===== src/rtl/calc_pkg.sv =====
// Shared key codes, operation and state encodings for the keypad calculator.
package calc_pkg;

  localparam logic [4:0] T_0       = 5'd0;
  localparam logic [4:0] T_1       = 5'd1;
  localparam logic [4:0] T_2       = 5'd2;
  localparam logic [4:0] T_3       = 5'd3;
  localparam logic [4:0] T_4       = 5'd4;
  localparam logic [4:0] T_5       = 5'd5;
  localparam logic [4:0] T_6       = 5'd6;
  localparam logic [4:0] T_7       = 5'd7;
  localparam logic [4:0] T_8       = 5'd8;
  localparam logic [4:0] T_9       = 5'd9;
  localparam logic [4:0] T_A       = 5'd10;
  localparam logic [4:0] T_B       = 5'd11;
  localparam logic [4:0] T_C       = 5'd12;
  localparam logic [4:0] T_D       = 5'd13;
  localparam logic [4:0] T_ASTE    = 5'd14;
  localparam logic [4:0] T_HASH    = 5'd15;
  localparam logic [4:0] T_NENHUMA = 5'd31;

  typedef enum logic [1:0] {
    OP_SUM = 2'd0,
    OP_SUB = 2'd1,
    OP_MUL = 2'd2
  } op_t;

  typedef enum logic [1:0] {
    ENTRA_A = 2'd0,
    ENTRA_B = 2'd1,
    CALCULA = 2'd2,
    MOSTRA  = 2'd3
  } estado_t;

endpackage


===== src/rtl/calculadora_seq_mult.sv =====
// Radix-2 shift-add multiplier; bit 0 is folded into the load cycle so the
// product is ready LARGURA-1 cycles after inicio, flagged by a one-cycle pronto.
module mult_seq #(
  parameter int LARGURA = 7
) (
  input  logic                   clk,
  input  logic                   reset,
  input  logic                   inicio,
  input  logic [LARGURA-1:0]     a,
  input  logic [LARGURA-1:0]     b,
  output logic [2*LARGURA-1:0]   produto,
  output logic                   pronto
);

  localparam int CW = $clog2(LARGURA + 1);

  logic [2*LARGURA-1:0] acc_q, acc_d;
  logic [2*LARGURA-1:0] mcand_q, mcand_d;
  logic [LARGURA-1:0]   mplier_q, mplier_d;
  logic [CW-1:0]        cnt_q, cnt_d;
  logic                 busy_q, busy_d;
  logic                 pronto_q, pronto_d;

  always_comb begin
    acc_d    = acc_q;
    mcand_d  = mcand_q;
    mplier_d = mplier_q;
    cnt_d    = cnt_q;
    busy_d   = busy_q;
    pronto_d = 1'b0;
    if (inicio) begin
      acc_d    = b[0] ? {{LARGURA{1'b0}}, a} : '0;
      mcand_d  = {{LARGURA{1'b0}}, a} << 1;
      mplier_d = b >> 1;
      cnt_d    = CW'(LARGURA - 1);
      busy_d   = (LARGURA > 1);
      pronto_d = (LARGURA == 1);
    end else if (busy_q) begin
      if (mplier_q[0]) begin
        acc_d = acc_q + mcand_q;
      end
      mcand_d  = mcand_q << 1;
      mplier_d = mplier_q >> 1;
      cnt_d    = cnt_q - CW'(1);
      if (cnt_q == CW'(1)) begin
        busy_d   = 1'b0;
        pronto_d = 1'b1;
      end
    end
  end

  always_ff @(posedge clk) begin
    if (reset) begin
      acc_q    <= '0;
      mcand_q  <= '0;
      mplier_q <= '0;
      cnt_q    <= '0;
      busy_q   <= 1'b0;
      pronto_q <= 1'b0;
    end else begin
      acc_q    <= acc_d;
      mcand_q  <= mcand_d;
      mplier_q <= mplier_d;
      cnt_q    <= cnt_d;
      busy_q   <= busy_d;
      pronto_q <= pronto_d;
    end
  end

  assign produto = acc_q;
  assign pronto  = pronto_q;

endmodule


===== src/rtl/calculadora_seq.sv =====
// Multi-digit keypad calculator: operand entry, sum/sub/mul and display status.
//   state   | meaning
//   ENTRA_A | collecting digits of operand A
//   ENTRA_B | collecting digits of operand B
//   CALCULA | operation in flight, key presses discarded
//   MOSTRA  | result held on the display
module calculadora_seq
  import calc_pkg::*;
#(
  parameter int LARGURA = 7,
  parameter int DIGITOS = 2
) (
  input  logic                   clk,
  input  logic                   reset,
  input  logic                   ativo,
  input  logic [4:0]             tecla_atual,
  output logic [LARGURA-1:0]     A,
  output logic [LARGURA-1:0]     B,
  output logic [2*LARGURA-1:0]   resultado,
  output logic                   sinal,
  output logic                   valido,
  output logic                   ocupado,
  output logic                   num_selec
);

  localparam int CW = $clog2(DIGITOS + 1);
  localparam int XW = LARGURA + 4;
  localparam logic [XW-1:0] MAX_V = XW'((1 << LARGURA) - 1);

  estado_t              estado_q, estado_d;
  op_t                  op_q, op_d;
  logic [4:0]           tecla_q;
  logic [LARGURA-1:0]   a_q, a_d, b_q, b_d;
  logic [CW-1:0]        na_q, na_d, nb_q, nb_d;
  logic [2*LARGURA-1:0] res_q, res_d;
  logic                 sinal_q, sinal_d;
  logic                 valido_q, valido_d;
  logic                 ocupado_q, ocupado_d;
  logic                 sel_q, sel_d;

  logic                 press, eh_dig, a_ok, b_ok, mult_inicio, pronto;
  logic [3:0]           dig;
  logic [XW-1:0]        a_ext, b_ext;
  logic [2*LARGURA-1:0] produto;

  // A press is the NENHUMA -> key edge; tracking runs even while ativo is low.
  assign press  = ativo && (tecla_atual != T_NENHUMA) && (tecla_q == T_NENHUMA)
                  && (estado_q != CALCULA);
  assign eh_dig = (tecla_atual <= T_9);
  assign dig    = tecla_atual[3:0];
  assign a_ext  = {4'b0000, a_q} * XW'(10) + XW'(dig);
  assign b_ext  = {4'b0000, b_q} * XW'(10) + XW'(dig);
  assign a_ok   = (na_q < CW'(DIGITOS)) && (a_ext <= MAX_V);
  assign b_ok   = (nb_q < CW'(DIGITOS)) && (b_ext <= MAX_V);
  assign mult_inicio = press && (estado_q == ENTRA_B) && (tecla_atual == T_HASH)
                       && (op_q == OP_MUL);

  mult_seq #(.LARGURA(LARGURA)) u_mult (
    .clk     (clk),
    .reset   (reset),
    .inicio  (mult_inicio),
    .a       (a_q),
    .b       (b_q),
    .produto (produto),
    .pronto  (pronto)
  );

  always_comb begin
    estado_d  = estado_q;
    op_d      = op_q;
    a_d       = a_q;
    b_d       = b_q;
    na_d      = na_q;
    nb_d      = nb_q;
    res_d     = res_q;
    sinal_d   = sinal_q;
    valido_d  = valido_q;
    ocupado_d = ocupado_q;
    sel_d     = sel_q;

    if (press) begin
      case (tecla_atual)
        T_D: begin
          a_d      = '0;
          b_d      = '0;
          na_d     = '0;
          nb_d     = '0;
          res_d    = '0;
          sinal_d  = 1'b0;
          valido_d = 1'b0;
          sel_d    = 1'b0;
          estado_d = ENTRA_A;
        end
        T_A: op_d = OP_SUM;
        T_B: op_d = OP_SUB;
        T_C: op_d = OP_MUL;
        default: begin
          case (estado_q)
            ENTRA_A: begin
              if (eh_dig) begin
                if (a_ok) begin
                  a_d  = a_ext[LARGURA-1:0];
                  na_d = na_q + CW'(1);
                end
              end else if (tecla_atual == T_ASTE) begin
                b_d      = '0;
                nb_d     = '0;
                sel_d    = 1'b1;
                estado_d = ENTRA_B;
              end
            end
            ENTRA_B: begin
              if (eh_dig) begin
                if (b_ok) begin
                  b_d  = b_ext[LARGURA-1:0];
                  nb_d = nb_q + CW'(1);
                end
              end else if (tecla_atual == T_HASH) begin
                valido_d  = 1'b0;
                ocupado_d = (op_q == OP_MUL);
                estado_d  = CALCULA;
              end
            end
            MOSTRA: begin
              if (eh_dig) begin
                a_d      = LARGURA'(dig);
                na_d     = CW'(1);
                b_d      = '0;
                valido_d = 1'b0;
                sel_d    = 1'b0;
                estado_d = ENTRA_A;
              end else if (tecla_atual == T_ASTE) begin
                b_d      = '0;
                nb_d     = '0;
                valido_d = 1'b0;
                sel_d    = 1'b1;
                estado_d = ENTRA_B;
              end
            end
            default: ;
          endcase
        end
      endcase
    end

    if (estado_q == CALCULA) begin
      case (op_q)
        OP_SUM: begin
          res_d    = {{LARGURA{1'b0}}, a_q} + {{LARGURA{1'b0}}, b_q};
          sinal_d  = 1'b0;
          valido_d = 1'b1;
          estado_d = MOSTRA;
        end
        OP_SUB: begin
          if (b_q > a_q) begin
            res_d   = {{LARGURA{1'b0}}, b_q - a_q};
            sinal_d = 1'b1;
          end else begin
            res_d   = {{LARGURA{1'b0}}, a_q - b_q};
            sinal_d = 1'b0;
          end
          valido_d = 1'b1;
          estado_d = MOSTRA;
        end
        OP_MUL: begin
          if (pronto) begin
            res_d     = produto;
            sinal_d   = 1'b0;
            valido_d  = 1'b1;
            ocupado_d = 1'b0;
            estado_d  = MOSTRA;
          end
        end
        default: estado_d = MOSTRA;
      endcase
    end
  end

  always_ff @(posedge clk) begin
    if (reset) begin
      estado_q  <= ENTRA_A;
      op_q      <= OP_SUM;
      tecla_q   <= T_NENHUMA;
      a_q       <= '0;
      b_q       <= '0;
      na_q      <= '0;
      nb_q      <= '0;
      res_q     <= '0;
      sinal_q   <= 1'b0;
      valido_q  <= 1'b0;
      ocupado_q <= 1'b0;
      sel_q     <= 1'b0;
    end else begin
      estado_q  <= estado_d;
      op_q      <= op_d;
      tecla_q   <= tecla_atual;
      a_q       <= a_d;
      b_q       <= b_d;
      na_q      <= na_d;
      nb_q      <= nb_d;
      res_q     <= res_d;
      sinal_q   <= sinal_d;
      valido_q  <= valido_d;
      ocupado_q <= ocupado_d;
      sel_q     <= sel_d;
    end
  end

  assign A         = a_q;
  assign B         = b_q;
  assign resultado = res_q;
  assign sinal     = sinal_q;
  assign valido    = valido_q;
  assign ocupado   = ocupado_q;
  assign num_selec = sel_q;

endmodule


===== config.mk =====
export PLATFORM = sky130hd
export DESIGN_NAME = calculadora_seq
export DESIGN_NICKNAME = d
export VERILOG_FILES = /design/src/rtl/calc_pkg.sv /design/src/rtl/calculadora_seq_mult.sv /design/src/rtl/calculadora_seq.sv
export SDC_FILE = /design/constraint.sdc
export NUM_CORES = 1
export LEC_CHECK = 0
export CELL_PAD_IN_SITES_DETAIL_PLACEMENT = 1
export CELL_PAD_IN_SITES_GLOBAL_PLACEMENT = 1
export CORE_MARGIN = 3
export CORE_UTILIZATION = 35
export CTS_CLUSTER_DIAMETER = 200
export DETAILED_ROUTE_END_ITERATION = 12
export MAX_ROUTING_LAYER = met4
export PLACE_DENSITY = 0.7
export SLEW_MARGIN = 15
export SYNTH_ARGS = -nofsm -noshare
export SYNTH_HDL_FRONTEND = slang
export SYNTH_HIERARCHICAL = 1
export SYNTH_SLANG_ARGS = --single-unit

===== constraint.sdc =====
create_clock -name clk -period 8.1 [get_ports clk]
set_input_delay 1.215 -clock clk [delete_from_list [all_inputs] [get_ports clk]]
set_output_delay 1.215 -clock clk [all_outputs]
set_load 0.05 [all_outputs]

==> flow_summary.json <==
{
  "synth_xor_area_frac": 0.0346,
  "fin_ws_ps": 3850,
  "clock_latency_ps": 350,
  "tightest_slew_ps": 870,
  "status": "complete, no violations",
  "pin_count": 40,
  "antenna_found_initial": 0,
  "fin_crit_ps": 4250,
  "grt_start_max_net_pins": 63,
  "cts_buffers": 9,
  "via_per_inst": 5.62,
  "cp_max_fo": 47,
  "ys_seq_elements": 83,
  "gp_congestion": 0.847,
  "vias": 5503,
  "min_path_cells": 2,
  "netlist_area_um2": 6070,
  "final_util": 0.409,
  "cts_tree": "built",
  "die_h_um": 138,
  "fp.dieW_um": 138,
  "layout-drive-gt1-share": 0.0553,
  "synth_fp_nets": 821,
  "rsz0062_at_grt": "false",
  "ys_seq_area_frac": 0.274,
  "crit_path_start_kind": "input pin",
  "mostFrequentLayoutCells": "nor2_1 (84), dfxtp_1 (83), a21oi_1 (76)",
  "synth_edf_count": 0,
  "numClockSinks": 83,
  "synth_top_family_by_area": "compound AO/OA/AOI/OAI gates",
  "whs_ps": 476,
  "coreArea_um2": 16800,
  "finalHoldViolations": 0,
  "synthAdderAreaFrac": 0.160,
  "wl_um": 19100,
  "n_antenna_cell": 0,
  "p_per_area_nw_per_um2": 136,
  "peakVddDrop_uv": 72.1,
  "h-tree-depth": 3,
  "synth.area.mux_share": 0.0468,
  "dr.pass1.iters": 4,
  "synthArstFlopShare": 0,
  "total_power_uw": 929,
  "hpwl_um": 14000,
  "place_ws_ps": 3510,
  "crit_required_ps": 8330,
  "r2r_slack_ps": 4420,
  "yosysUniqueCellTypes": 73,
  "min_path_type": "reg -> reg",
  "setup_violations": 0,
  "cts_hold_repair.buffers": 0,
  "rows": 47,
  "critPathArrivalTime_ps": 4480,
  "synth_flop_cell": "dfxtp_1",
  "clk_pin_slew_ps": 60,
  "grt_overflow": 0,
  "yosys_warnings": 6,
  "nNetsFinal": 835,
  "slew_violations": 0,
  "initial_utilization": 0.362,
  "fin_worst_skew_ps": 8.74,
  "synthToLayoutAreaGrowth_pct": 12.9,
  "grt_pass1_vias": 5676,
  "drt-initial-drc-count": 337,
  "post_cts_resized": 0,
  "leakagePower_nw": 2.70,
  "final_common_cell": "nor2_1",
  "ant_nets": 0,
  "drt-wirelength-per-cell_um": 19.5,
  "portBuffers": 39,
  "finalCritPeriodShare": 0.525,
  "setup_tns_ps": 0,
  "cts_buffer_depth": 2,
  "cts-root-buf": "clkbuf_16",
  "relSlewSlack": 0.416,
  "dieArea_um2": 19000,
  "post_cts_buffers": 0,
  "drc": 0,
  "synth_compound_area_frac": 0.232,
  "cap_violations": 0,
  "grtUsageTotal": 0.214,
  "yosys.area_share.simple": 0.202,
  "crit_type": "in -> reg",
  "grt_pass1_wl_um": 30500,
  "syn-mean-instance-area_um2": 8.20,
  "fmaxAchievable_ghz": 0.235,
  "cp-end-kind": "register",
  "netlist_instances": 740,
  "reg2reg_depth": 10
}
registers in the layout, summed over array words and instances (netlist names), 2 cells and up:
signal,count
resultado,14
u_mult/produto,14
u_mult/mcand_q,13
A,7
B,7
u_mult/mplier_q,6
tecla_q,5
u_mult/cnt_q,3
estado_q,2
na_q,2
nb_q,2
op_q,2
routing by layer:
layer / up-vias / GRT usage / share of wire
li1: 2692 / - / -
met1: 2705 / 0.279 / 0.48
met2: 87 / 0.345 / 0.47
met3: 19 / 0.0318 / 0.027
met4: 0 / 0.0604 / 0.017
met5: - / - / 0
synth_stat cells, drive strengths merged, types with 11 or more instances:
cell type	n	area share
o21ai	25	0.021
nor2	84	0.052
nand2b	11	0.011
inv	32	0.020
dfxtp	83	0.27
a31oi	12	0.013
nand2	62	0.038
mux2i	25	0.041
nand3	14	0.012
o211ai	11	0.014
a21oi	77	0.064
nor3	16	0.013
xnor2	16	0.023
a21o	22	0.027
clkbuf	29	0.018
ha	65	0.13
per-stage QoR:
stage / area (µm²) / cells
detailed placement: 6570 / 963
floorplan: 6070 / 740
global placement: 6570 / 963
finish: 6860 / 979
CTS: 6860 / 979
global route: 6860 / 979
power by group:
| group | switching [mW] | internal (mW) |
|---|---|---|
| logic | 0.0733 | 0.0367 |
| clock network | 0.170 | 0.225 |
| registers | 0.00943 | 0.415 |
worst max-delay path, stage by stage:
cell,delay (ps)
clkdlybuf4s50_1,850
nand2_1,160
or3_1,470
nor3_2,200
buf_4,410
or2_1,490
nor2_1,190
nand2_1,100
a2111oi_0,60
a221o_1,300
layout make-up:
class | instances | area (µm²)
clock buffers | 13 | 260
clock inverters | 3 | 22.5
fillers | 1986 | 9900
inverters | 32 | 120
multi-input cells | 586 | 4110
flip-flops and latches | 83 | 1660
well taps | 220 | 275
repair buffers | 42 | 408
path summary, 6_finish.rpt:
check,end,from
min reg2reg,resultado[1],resultado[1]
max reg2reg,B[4],B[1]
min,resultado[1],resultado[1]
max,u_mult/produto[10],tecla_atual[2]
cell families after synthesis:
| family | count (synthesis) |
|---|---|
| flops | 83 |
| xor+xnor | 24 |
| simple gates | 249 |
| buf+inv | 71 |
| mux | 28 |
| compound gates | 212 |
| fa+ha+maj | 73 |
Power figures use the tool's default switching activity.
